## src/rtl/sync_fifo_param_if.sv

```systemverilog
// Handshake and status bundle for sync_fifo_param.
// The master side is the producer/consumer logic; the slave side is the FIFO itself.
interface sync_fifo_param_if #(
   parameter int DATA_W = 8,
   parameter int DEPTH  = 16
);
   localparam int CW = $clog2(DEPTH) + 1;

   logic              we;
   logic [DATA_W-1:0] wdata;
   logic              re;
   logic [DATA_W-1:0] rdata;
   logic              rvalid;
   logic              full;
   logic              empty;
   logic              almost_full;
   logic              almost_empty;
   logic [CW-1:0]     count;
   logic              overflow;
   logic              underflow;

   modport master (
      output we, wdata, re,
      input  rdata, rvalid, full, empty, almost_full, almost_empty,
             count, overflow, underflow
   );

   modport slave (
      input  we, wdata, re,
      output rdata, rvalid, full, empty, almost_full, almost_empty,
             count, overflow, underflow
   );
endinterface

```

## src/rtl/sync_fifo_param.sv

```systemverilog
// Parametrised single-clock FIFO with occupancy count, programmable
// almost-full/almost-empty thresholds and sticky overflow/underflow flags.
module sync_fifo_param #(
   parameter int DATA_W   = 8,
   parameter int DEPTH    = 16,
   parameter int AF_LEVEL = DEPTH - 2,
   parameter int AE_LEVEL = 2
) (
   input  logic              clk,
   input  logic              rst,
   sync_fifo_param_if.slave  bus
);
   localparam int AW = $clog2(DEPTH);
   localparam int CW = $clog2(DEPTH) + 1;

   localparam logic [CW-1:0] DEPTH_C = CW'(DEPTH);
   localparam logic [CW-1:0] AF_C    = CW'(AF_LEVEL);
   localparam logic [CW-1:0] AE_C    = CW'(AE_LEVEL);

   logic [DATA_W-1:0] mem_q [DEPTH];

   logic [AW-1:0]     wptr_q, wptr_d;
   logic [AW-1:0]     rptr_q, rptr_d;
   logic [CW-1:0]     count_q, count_d;
   logic [DATA_W-1:0] rdata_q, rdata_d;
   logic              rvalid_q, rvalid_d;
   logic              overflow_q, overflow_d;
   logic              underflow_q, underflow_d;

   logic full, empty;
   logic wr_ok, rd_ok;

   // Status is decoded only from the count register, so no we/re path reaches the flags.
   always_comb begin
      full  = (count_q == DEPTH_C);
      empty = (count_q == '0);
   end

   // A write into a full FIFO is only legal when a read frees a slot in the same cycle.
   always_comb begin
      rd_ok = bus.re && !empty;
      wr_ok = bus.we && (!full || rd_ok);
   end

   always_comb begin
      wptr_d      = wptr_q;
      rptr_d      = rptr_q;
      count_d     = count_q;
      rdata_d     = rdata_q;
      rvalid_d    = 1'b0;
      overflow_d  = overflow_q;
      underflow_d = underflow_q;

      if (wr_ok) begin
         wptr_d = wptr_q + AW'(1);
      end
      if (rd_ok) begin
         rptr_d   = rptr_q + AW'(1);
         rdata_d  = mem_q[rptr_q];
         rvalid_d = 1'b1;
      end

      case ({wr_ok, rd_ok})
         2'b10:   count_d = count_q + CW'(1);
         2'b01:   count_d = count_q - CW'(1);
         default: count_d = count_q;
      endcase

      if (bus.we && !wr_ok) begin
         overflow_d = 1'b1;
      end
      if (bus.re && !rd_ok) begin
         underflow_d = 1'b1;
      end
   end

   // Storage carries no reset so it maps onto block RAM; stale words are never readable.
   always_ff @(posedge clk) begin
      if (!rst && wr_ok) begin
         mem_q[wptr_q] <= bus.wdata;
      end
   end

   always_ff @(posedge clk) begin
      if (rst) begin
         wptr_q      <= '0;
         rptr_q      <= '0;
         count_q     <= '0;
         rdata_q     <= '0;
         rvalid_q    <= 1'b0;
         overflow_q  <= 1'b0;
         underflow_q <= 1'b0;
      end else begin
         wptr_q      <= wptr_d;
         rptr_q      <= rptr_d;
         count_q     <= count_d;
         rdata_q     <= rdata_d;
         rvalid_q    <= rvalid_d;
         overflow_q  <= overflow_d;
         underflow_q <= underflow_d;
      end
   end

   assign bus.rdata        = rdata_q;
   assign bus.rvalid       = rvalid_q;
   assign bus.full         = full;
   assign bus.empty        = empty;
   assign bus.almost_full  = (count_q >= AF_C);
   assign bus.almost_empty = (count_q <= AE_C);
   assign bus.count        = count_q;
   assign bus.overflow     = overflow_q;
   assign bus.underflow    = underflow_q;
endmodule

```

## src/flat_wrapper.sv

```systemverilog
// flat-port wrapper written by rule: the top's interface ports become plain ports
module sync_fifo_param_flat 
#(
   parameter int DATA_W   = 8,
   parameter int DEPTH    = 16,
   parameter int AF_LEVEL = DEPTH - 2,
   parameter int AE_LEVEL = 2
)
  (clk, rst, bus_we, bus_wdata, bus_re, bus_rdata, bus_rvalid, bus_full, bus_empty, bus_almost_full, bus_almost_empty, bus_count, bus_overflow, bus_underflow);
  sync_fifo_param_if #(.DATA_W(DATA_W), .DEPTH(DEPTH)) bus_i ();
  input  logic clk;
  input  logic rst;
  input wire logic [$bits(bus_i.we)-1:0] bus_we;
  input wire logic [$bits(bus_i.wdata)-1:0] bus_wdata;
  input wire logic [$bits(bus_i.re)-1:0] bus_re;
  output wire logic [$bits(bus_i.rdata)-1:0] bus_rdata;
  output wire logic [$bits(bus_i.rvalid)-1:0] bus_rvalid;
  output wire logic [$bits(bus_i.full)-1:0] bus_full;
  output wire logic [$bits(bus_i.empty)-1:0] bus_empty;
  output wire logic [$bits(bus_i.almost_full)-1:0] bus_almost_full;
  output wire logic [$bits(bus_i.almost_empty)-1:0] bus_almost_empty;
  output wire logic [$bits(bus_i.count)-1:0] bus_count;
  output wire logic [$bits(bus_i.overflow)-1:0] bus_overflow;
  output wire logic [$bits(bus_i.underflow)-1:0] bus_underflow;
  assign bus_i.we = bus_we;
  assign bus_i.wdata = bus_wdata;
  assign bus_i.re = bus_re;
  assign bus_rdata = bus_i.rdata;
  assign bus_rvalid = bus_i.rvalid;
  assign bus_full = bus_i.full;
  assign bus_empty = bus_i.empty;
  assign bus_almost_full = bus_i.almost_full;
  assign bus_almost_empty = bus_i.almost_empty;
  assign bus_count = bus_i.count;
  assign bus_overflow = bus_i.overflow;
  assign bus_underflow = bus_i.underflow;
  sync_fifo_param #(.DATA_W(DATA_W), .DEPTH(DEPTH), .AF_LEVEL(AF_LEVEL), .AE_LEVEL(AE_LEVEL)) u_core (.clk(clk), .rst(rst), .bus(bus_i));
endmodule
```

## config.mk

```make
export PLATFORM = sky130hd
export DESIGN_NAME = sync_fifo_param_flat
export DESIGN_NICKNAME = d
export VERILOG_FILES = /design/src/rtl/sync_fifo_param_if.sv /design/src/rtl/sync_fifo_param.sv /design/src/flat_wrapper.sv
export SDC_FILE = /design/constraint.sdc
export NUM_CORES = 1
export LEC_CHECK = 0
export ABC_CLOCK_PERIOD_IN_PS = 3000
export BUFFER_PORTS_ARGS = -buffer_cell sky130_fd_sc_hd__buf_4
export CAP_MARGIN = 20
export CORE_MARGIN = 3
export CORE_UTILIZATION = 50
export DETAILED_ROUTE_END_ITERATION = 16
export PLACE_DENSITY = 0.71
export SLEW_MARGIN = 40
export SYNTH_ARGS = -nofsm -noshare
export SYNTH_HDL_FRONTEND = slang
export SYNTH_SLANG_ARGS = --single-unit
```

## constraint.sdc

```tcl
create_clock -name clk -period 3 [get_ports clk]
set_input_delay 0.6 -clock clk [delete_from_list [all_inputs] [get_ports clk]]
set_output_delay 0.6 -clock clk [all_outputs]
set_load 0.01 [all_outputs]
```

==> results of run 1 <==
power by group:
part | leakage (nW) | internal, mW | switching [mW] | total, mW
Clock | 0.289 | 1.39 | 0.798 | 2.19
Combinational | 0.771 | 0.545 | 0.700 | 1.24
Sequential | 1.35 | 2.41 | 0.140 | 2.55
final cells by class:
| cell class | instances | area (sq um) |
|---|---|---|
| Fill cell | 842 | 4501 |
| Inverter | 9 | 33.78 |
| Tap cell | 143 | 178.9 |
| Sequential cell | 152 | 4325 |
| Clock buffer | 20 | 436.7 |
| Clock inverter | 11 | 170.2 |
| Timing Repair Buffer | 50 | 387.9 |
| Multi-Input combinational cell | 201 | 1678 |
worst max path at each step:
stage	from	endpoint	depth (start not counted)
final	u_core.bus.count[0]	u_core.bus.count[4]	8
after CTS	u_core.bus.count[0]	u_core.bus.count[4]	8
after floorplan	u_core.bus.count[0]	u_core.bus.count[4]	9
after global routing	u_core.bus.count[0]	u_core.bus.count[4]	8
after global placement	u_core.bus.count[0]	u_core.bus.count[4]	8
after detailed placement	u_core.bus.count[0]	u_core.bus.count[4]	8
kinds of logic (layout without fill, tap and decap cells):
| logic type | Yosys count | after routing |
|---|---|---|
| flip-flops | 152 | 152 |
| AND/OR/NAND/NOR | 70 | 70 |
| AO/OA/AOI/OAI | 66 | 66 |
| multiplexers | 51 | 51 |
| buffers and inverters | 28 | 90 |
| adder cells (fa/ha/maj) | 9 | 9 |
| XOR/XNOR | 5 | 5 |
cell usage after synthesis, types with 5 or more instances:
master / count
o22ai_1: 16
a21oi_1: 14
buf_2: 8
ha_1: 8
mux4_2: 16
a22oi_1: 8
o21ai_0: 11
dfxtp_1: 24
nor3_1: 10
nor2_1: 27
mux2i_1: 34
clkbuf_1: 7
nor2b_1: 5
edfxtp_1: 128
nand2_1: 9
inv_1: 9
stage by stage:
step | power (mW) | worst slack (ns) | hold WS, ns | cell area, sq um
floorplan | 3.385 | 0.2701 | 0.5022 | 6128
global route | 6.234 | 0.02539 | 0.5076 | 7211
detailed placement | 3.836 | 0.2028 | 0.4642 | 6604
global placement | 3.805 | 0.3297 | 0.4512 | 6604
CTS | 6.015 | 0.1913 | 0.4777 | 7211
finish | 5.984 | 0.1837 | 0.4729 | 7211
routing by layer:
metal | up-vias | share of wire [%] | GRT usage, %
li1 | 1593 | - | -
met1 | 1737 | 40 | 26.81
met2 | 132 | 51 | 33.14
met3 | 11 | 8.1 | 4.767
met4 | 0 | 1.1 | 6.269
met5 | - | 0 | 0
sequential cells by signal, indices dropped and copies added (netlist names):
name / flops
u_core.wptr_q: 4
u_core.bus.count: 5
u_core.bus.rvalid: 1
u_core.bus.underflow: 1
u_core.mem_q: 128
u_core.rptr_q: 4
u_core.bus.rdata: 8
u_core.bus.overflow: 1
worst register-to-register path, delay by kind of cell (launching register included):
kind / cells / cell delay [ns]
AO/OA/AOI/OAI: 5 / 1.09
AND/OR/NAND/NOR: 1 / 0.62
adder cells (fa/ha/maj): 1 / 0.43
flip-flops: 1 / 0.40
buffers and inverters: 1 / 0.16
==> out/qor.csv, run 1 <==
stage,metric,value,unit
grt,grt_max_degree,52,
worst_hold_path,hold_depth,1,
run_status,status,completed,
worst_setup_path,crit_arrival,3.11,ns
yosys,synth-async-reset-ratio,0,%
worst_hold_path,hp-class,register to register,
yosys,synth-edff-count,128,
yosys,yosysWarnings,0,
detailed_routing,routed_wl,12750,um
worst_setup_path,cp_top_family,compound AO/OA/AOI/OAI gates,
yosys,avgSynthCellArea,16.08,sq um
power,p_per_area,829.9,nW/um^2
clock_tree,cts_resized,0,
yosys,synthTopCellsByArea,"edfxtp_1 63%, dfxtp_1 7.8%, mux4_2 5.9%",
clock_tree,clock_path_buffers,2,
grt,grt_pass1_vias,3450,
placement,dp.cells,555,
detailed_routing,via_count,3473,
cells_and_area,fin_cells,586,
clock_tree,cts.sink_count,152,
clock_tree,cts_root_buf,clkbuf_16,
worst_setup_path,end_kind,register,
cells_and_area,final_core_util,61.57,%
worst_setup_path,crit_fanout,9,
detailed_routing,post_drt_wl_per_cell,21.76,um
clock_tree,cts_tree,yes,
clock_tree,post_cts.repair.setup_buffers,0,
timing,slew_violations,0,
worst_setup_path,path_class,register to register,
worst_hold_path,min_from,u_core.bus.overflow,
worst_setup_path,start_kind,register,
floorplan,die_h,116.7,um
yosys,ys.flop_type,edfxtp_1,
detailed_routing,first_pass_iters,5,
yosys,synth-seq-cells,152,
floorplan,rows,39,
floorplan,ioPinCount,32,
yosys,yosys.area_share.simple,5.533,%
yosys,netlist.area_leader.share,62.72,%
detailed_routing,postRouteAntennaNets,0,
worst_setup_path,ff2ff_setup_slack,0.18,ns
yosys,synth_area,6128,sq um
worst_setup_path,critPathBufInv,1,
floorplan,die_width,116.7,um
worst_hold_path,whs_endpoint,u_core.bus.overflow,
placement,io_buffers,31,
worst_setup_path,r2r-start,u_core.bus.count[0],
timing,period_needed,2.816,ns
yosys,synth_nets,402,
timing,finalCritPeriodShare,93.88,%
worst_setup_path,cp_cell_sequence,"or4_1, o211ai_2, inv_1, fa_1, a21o_1, a2111o_1, o211ai_1, a31oi_1",
power,ir_worst_vdd,552.8,uV
timing,fmax,355.1,MHz
grt,antenna_found_initial,0,
detailed_routing,drt_first_iter_violations,281,
cells_and_area,area_growth,17.66,%
detailed_routing,vias_per_cell,5.927,
clock_tree,cts_buffers,17,
yosys,yosysSeqAreaShare,70.56,%
flow_run,drv_cap,0,
placement,gp_congestion,0.7935,
worst_setup_path,slowest_delay,0.62,ns
cells_and_area,final_common_cell,edfxtp_1,
worst_setup_path,reg2reg_to,u_core.bus.count[4],
cells_and_area,final_cell_mix,"128 x edfxtp_1, 49 x buf_4, 34 x mux2i_1",
floorplan,coreArea,11710,sq um
yosys,synth-compound-area-share,7.554,%
floorplan,die_area,13620,sq um
grt,gr-usage-all-layers,20.14,%
timing,max_slew_margin,44.44,%
worst_setup_path,cp_slowest_cell,or4_1,
clock_tree,clk_latency,0.42,ns
yosys,synth_top_area_cell,edfxtp_1,
timing,tightest_slew,0.8317,ns
yosys,synthAdderAreaFrac,1.960,%
grt,grt_overflow,0,
cells_and_area,num-nets-final,452,
timing,rsz0062_at_grt,false,
yosys,synth_cell_types,48,
power,total_leakage_power,2.410,nW
timing,hold_viol,0,
worst_setup_path,cp.required,3.29,ns
detailed_routing,remaining_drc_errors,0,
timing,skew,0.01001,ns
cells_and_area,diodes,0,
cells_and_area,drive_gt1_share,23.93,%
yosys,synth_xor_area_share,0.7146,%
clock_tree,path_clk_slew,0.06,ns
timing,setup-tns-final,0,ns
yosys,postSynthCellCount,381,
yosys,synth_mux_area_share,11.62,%
clock_tree,postCtsHoldBufs,0,
timing,finalSetupViolCount,0,
clock_tree,htreeDepth,4,
floorplan,start_util,52.33,%
yosys,synth_top_family_by_area,multiplexers,
worst_setup_path,worstRegToRegCells,8,
grt,grt_pass1_wl,19650,um
placement,place_hpwl,7908,um
No activity file was read; power rests on OpenSTA's default activity.
==> run 2, diff against run 1 <==
--- a/config.mk
+++ b/config.mk
@@ -9,9 +9,9 @@
 export BUFFER_PORTS_ARGS = -buffer_cell sky130_fd_sc_hd__buf_4
 export CAP_MARGIN = 20
 export CORE_MARGIN = 3
-export CORE_UTILIZATION = 50
+export CORE_UTILIZATION = 37
 export DETAILED_ROUTE_END_ITERATION = 16
-export PLACE_DENSITY = 0.71
+export PLACE_DENSITY = 0.57
 export SLEW_MARGIN = 40
 export SYNTH_ARGS = -nofsm -noshare
 export SYNTH_HDL_FRONTEND = slang
==> run 2 against run 1 <==
  * Via count down 0.23%
  * Die area up 33%
  * Sequential power about the same
  * Sequential share of layout area down 0.42 points
  * Non-clock buffer count unchanged
  * First-iteration DRC count down 21%
  * Global-route usage down 4.6 points
  * Final cell count up 13%
  * Clock power down 7%
  * Critical path depth unchanged
  * Setup slack worse by 0.0012 ns
  * Largest cell class unchanged
  * Highest routed layer unchanged
==> out/qor.csv, run 2 (synthesized netlist as in run 1, its figures left out) <==
stage,metric,value,unit
run_status,status,completed,
detailed_routing,via_count,3465,
cells_and_area,num-nets-final,452,
power,p_switching,1.643,mW
clock_tree,cts_resized,0,
power,swShare,28.00,%
worst_setup_path,r2r-start,u_core.bus.count[0],
placement,place_hpwl,8791,um
cells_and_area,drive_gt1_share,23.87,%
flow_run,drv_cap,0,
detailed_routing,routed_wl,13510,um
power,comb_power_share,22.0,%
timing,slew_violations,0,
detailed_routing,vias_per_cell,5.250,
worst_setup_path,start_kind,register,
power,total_leakage_power,2.396,nW
clock_tree,cts_buffers,17,
power,pwr-share-seq,43.4,%
detailed_routing,post_drt_wl_per_cell,20.47,um
timing,fmax,354.9,MHz
clock_tree,post_cts.repair.setup_buffers,0,
timing,max_slew_margin,48.72,%
grt,grt_pass1_vias,3515,
clock_tree,clk_latency,0.41,ns
grt,antenna_found_initial,0,
timing,finalHoldWorstSlack,0.4686,ns
detailed_routing,remaining_drc_errors,0,
cells_and_area,largest_register,u_core.mem_q,
worst_setup_path,cp.required,3.29,ns
grt,grt_max_degree,28,
power,p_clk_share,34.7,%
timing,rsz0062_at_grt,false,
clock_tree,cts.sink_count,152,
clock_tree,path_clk_slew,0.06,ns
clock_tree,htreeDepth,4,
clock_tree,clock_path_buffers,2,
worst_setup_path,end_kind,register,
clock_tree,postCtsHoldBufs,0,
worst_setup_path,crit_fanout,9,
floorplan,ioPinCount,32,
placement,io_buffers,31,
grt,grt_pass1_wl,20750,um
floorplan,die_h,134.7,um
detailed_routing,first_pass_iters,4,
timing,setup-tns-final,0,ns
power,intPower,4.224,mW
floorplan,start_util,38.16,%
grt,grt_overflow,0,
timing,finalCritPeriodShare,93.92,%
detailed_routing,postRouteAntennaNets,0,
timing,skew,0.008517,ns
clock_tree,cts_tree,yes,
cells_and_area,largest_reg_flops,128,
cells_and_area,final_common_cell,edfxtp_1,
timing,finalSetupViolCount,0,
timing,tightest_slew,0.7664,ns
timing,hold_viol,0,
worst_setup_path,ff2ff_setup_slack,0.18,ns
cells_and_area,final_cell_mix,"128 x edfxtp_1, 49 x buf_4, 34 x mux2i_1",
placement,gp_congestion,0.8248,
floorplan,die_width,134.7,um
floorplan,coreArea,16060,sq um
power,p_per_area,807.9,nW/um^2
grt,gr-usage-all-layers,15.57,%
clock_tree,cts_root_buf,clkbuf_16,
power,ir_worst_vdd,647.7,uV
timing,period_needed,2.818,ns
floorplan,die_area,18140,sq um
worst_setup_path,crit_arrival,3.11,ns
worst_hold_path,min_from,u_core.bus.overflow,
worst_setup_path,setup.worst_path.start,u_core.bus.count[0],
floorplan,rows,46,
detailed_routing,drt_first_iter_violations,223,
worst_setup_path,path_class,register to register,
cells_and_area,area_growth,18.50,%
cells_and_area,diodes,0,
cells_and_area,fillCellCount,1396,
worst_hold_path,hp-class,register to register,
run 2: changes by cell type in the layout (fill, tap and decap cells not counted), sizes merged:
cell and change:
clkbuf +3, clkinv +3, inv -3, bufinv -2
run 2: through the flow:
stage / instance area [sq um] / util [%] / worst slack (ns) / std cells / total power, mW
6_report: 7262 / 45.22 / 0.1825 / 660 / 5.867
3_3_place_gp: 6695 / 41.69 / 0.3334 / 628 / 3.853
2_1_floorplan: 6128 / - / 0.2701 / 381 / 3.385
3_5_place_dp: 6695 / 41.69 / 0.2191 / 628 / 3.879
4_1_cts: 7262 / 45.22 / 0.2047 / 660 / 5.915
5_1_grt: 7262 / 45.22 / 0.02505 / 660 / 6.133
run 2: final timing paths:
check / end / cells after the start
max: u_core.bus.count[4] / 8
min reg2reg: u_core.bus.overflow / 1
min: u_core.bus.overflow / 1
max reg2reg: u_core.bus.count[4] / 8
run 2: metal layers:
layer	share of wire, %	track usage (%)	vias up
met1	44	20.26	1774
met2	49	25.49	79
met5	0	0	-
li1	-	-	1593
met4	1.6	4.921	0
met3	5.6	4.322	19
run 2: layout make-up:
cell class / instances / area [sq um] / area share, %
Timing Repair Buffer: 50 / 387.9 / 5.341
Inverter: 9 / 33.78 / 0.4652
Clock buffer: 23 / 467.9 / 6.444
Multi-Input combinational cell: 201 / 1678 / 23.10
Clock inverter: 9 / 98.84 / 1.361
Tap cell: 216 / 270.3 / 3.722
Sequential cell: 152 / 4325 / 59.56
run 2: critical path, stage by stage, from the launching register on:
cell and delay (ns):
dfxtp_1 0.40, or4_1 0.59, o211ai_2 0.29, inv_1 0.17, fa_1 0.43, a21o_1 0.21, a2111o_1 0.40, o211ai_1 0.10
a31oi_1 0.10
run 2: power groups by stage:
stage	clock [mW]	combinational (mW)	sequential, mW
2_1_floorplan	0	0.802	2.58
3_3_place_gp	0	1.27	2.58
3_5_place_dp	0	1.30	2.58
4_1_cts	2.07	1.30	2.54
5_1_grt	2.17	1.40	2.56
6_report	2.03	1.29	2.55
==> run 3, diff against run 2 <==
--- a/config.mk
+++ b/config.mk
@@ -6,12 +6,12 @@
 export NUM_CORES = 1
 export LEC_CHECK = 0
 export ABC_CLOCK_PERIOD_IN_PS = 3000
-export BUFFER_PORTS_ARGS = -buffer_cell sky130_fd_sc_hd__buf_4
 export CAP_MARGIN = 20
 export CORE_MARGIN = 3
 export CORE_UTILIZATION = 37
 export DETAILED_ROUTE_END_ITERATION = 16
-export PLACE_DENSITY = 0.57
+export DONT_BUFFER_PORTS = 1
+export PLACE_DENSITY = 0.55
 export SLEW_MARGIN = 40
 export SYNTH_ARGS = -nofsm -noshare
 export SYNTH_HDL_FRONTEND = slang
==> run 3 against run 2 <==
  * Final area is 3.6% lower
  * Non-clock buffer count is 40 lower
  * Utilization is 1.6 points lower
  * Setup slack better by 0.062 ns
==> out/qor.csv, run 3 (synthesized netlist as in run 1, its figures left out) <==
stage,metric,value,unit
timing,skew,0.005908,ns
power,p_per_area,814.9,nW/um^2
power,totalPowerFinal,5.706,mW
clock_tree,clk_latency,0.42,ns
run_status,status,completed,
cells_and_area,final_common_cell,edfxtp_1,
clock_tree,path_clk_slew,0.06,ns
timing,fmax,362.9,MHz
cells_and_area,num-nets-final,412,
detailed_routing,postRouteAntennaNets,0,
timing,rsz0062_at_grt,false,
detailed_routing,routed_wl,13010,um
clock_tree,clock_path_buffers,2,
clock_tree,postCtsHoldBufs,0,
grt,grt_pass1_vias,3309,
clock_tree,cts_resized,0,
floorplan,coreArea,16060,sq um
worst_setup_path,worstRegToRegCells,8,
grt,antenna_found_initial,0,
power,ir_worst_vdd,599.7,uV
detailed_routing,post_drt_wl_per_cell,20.98,um
floorplan,die_width,134.7,um
timing,finalSetupViolCount,0,
worst_hold_path,hp-class,primary input to register,
grt,grt_pass1_wl,20090,um
clock_tree,cts_root_buf,clkbuf_16,
timing,period_needed,2.756,ns
cells_and_area,largest_register,u_core.mem_q,
grt,grt_max_degree,52,
clock_tree,cts_buffers,17,
worst_setup_path,cp.required,3.30,ns
grt,gr-usage-all-layers,15.28,%
placement,gp_congestion,0.7956,
worst_setup_path,path_class,register to register,
worst_setup_path,ff2ff_setup_slack,0.24,ns
clock_tree,post_cts.repair.setup_buffers,0,
power,total_leakage_power,2.197,nW
clock_tree,cts.sink_count,152,
floorplan,start_util,38.16,%
cells_and_area,final_cell_mix,"128 x edfxtp_1, 34 x mux2i_1, 23 x dfxtp_1",
floorplan,die_area,18140,sq um
timing,tightest_slew,0.6931,ns
floorplan,die_h,134.7,um
detailed_routing,vias_per_cell,5.298,
clock_tree,htreeDepth,4,
placement,dp.cells,588,
cells_and_area,diodes,0,
placement,io_buffers,0,
timing,finalCritPeriodShare,91.86,%
placement,place_hpwl,8233,um
timing,max_slew_margin,53.79,%
worst_setup_path,crit_arrival,3.06,ns
cells_and_area,fin_cells,620,
worst_setup_path,crit_fanout,8,
worst_setup_path,end_kind,register,
timing,finalHoldWorstSlack,0.2369,ns
cells_and_area,largest_reg_flops,128,
timing,setup-tns-final,0,ns
detailed_routing,first_pass_iters,4,
flow_run,drv_cap,0,
clock_tree,cts_tree,yes,
worst_setup_path,start_kind,register,
timing,slew_violations,0,
detailed_routing,remaining_drc_errors,0,
worst_hold_path,hold_depth,1,
detailed_routing,drt_first_iter_violations,254,
detailed_routing,via_count,3285,
floorplan,rows,46,
grt,grt_overflow,0,
floorplan,ioPinCount,32,
timing,hold_viol,0,
cells_and_area,drive_gt1_share,19.80,%
cells_and_area,area_growth,14.25,%
[run 3: cell type report]
class / count / area (sq um)
Clock inverter: 13 / 135.1
Multi-Input combinational cell: 201 / 1717
Sequential cell: 152 / 4325
Fill cell: 1433 / 9056
Clock buffer: 19 / 432.9
Timing Repair Buffer: 10 / 87.58
Tap cell: 216 / 270.3
Inverter: 9 / 33.78
[run 3: critical path, stage by stage (launching register included)]
cell	delay [ns]
dfxtp_1	0.41
or4_1	0.54
o211ai_2	0.28
inv_1	0.16
fa_1	0.42
a21o_1	0.21
a2111o_1	0.41
o211ai_1	0.10
a31oi_1	0.10
[run 3: stage by stage]
stage	utilization [%]	instance area (sq um)	setup slack, ns
floorplan	-	6128	0.2701
global route	43.60	7002	0.08107
CTS	43.49	6984	0.2552
detailed placement	39.96	6416	0.2607
finish	43.60	7002	0.2443
global placement	39.82	6395	0.3374
[run 3: final timing paths]
kind                        from                  end
min                          rst  u_core.bus.count[2]
max          u_core.bus.count[2]  u_core.bus.count[4]
min reg2reg  u_core.bus.count[1]  u_core.bus.count[1]
max reg2reg  u_core.bus.count[2]  u_core.bus.count[4]
[run 3: power by group]
group	switching, mW	internal [mW]
Sequential	0.171	2.41
Clock	0.789	1.29
Combinational	0.624	0.423
[run 3: routing by layer]
metal / wire length, um / global-route usage (%)
met1: 5684 / 21.08
met2: 6305 / 22.82
met4: 89 / 5.543
met5: 0 / 0
met3: 928 / 4.918
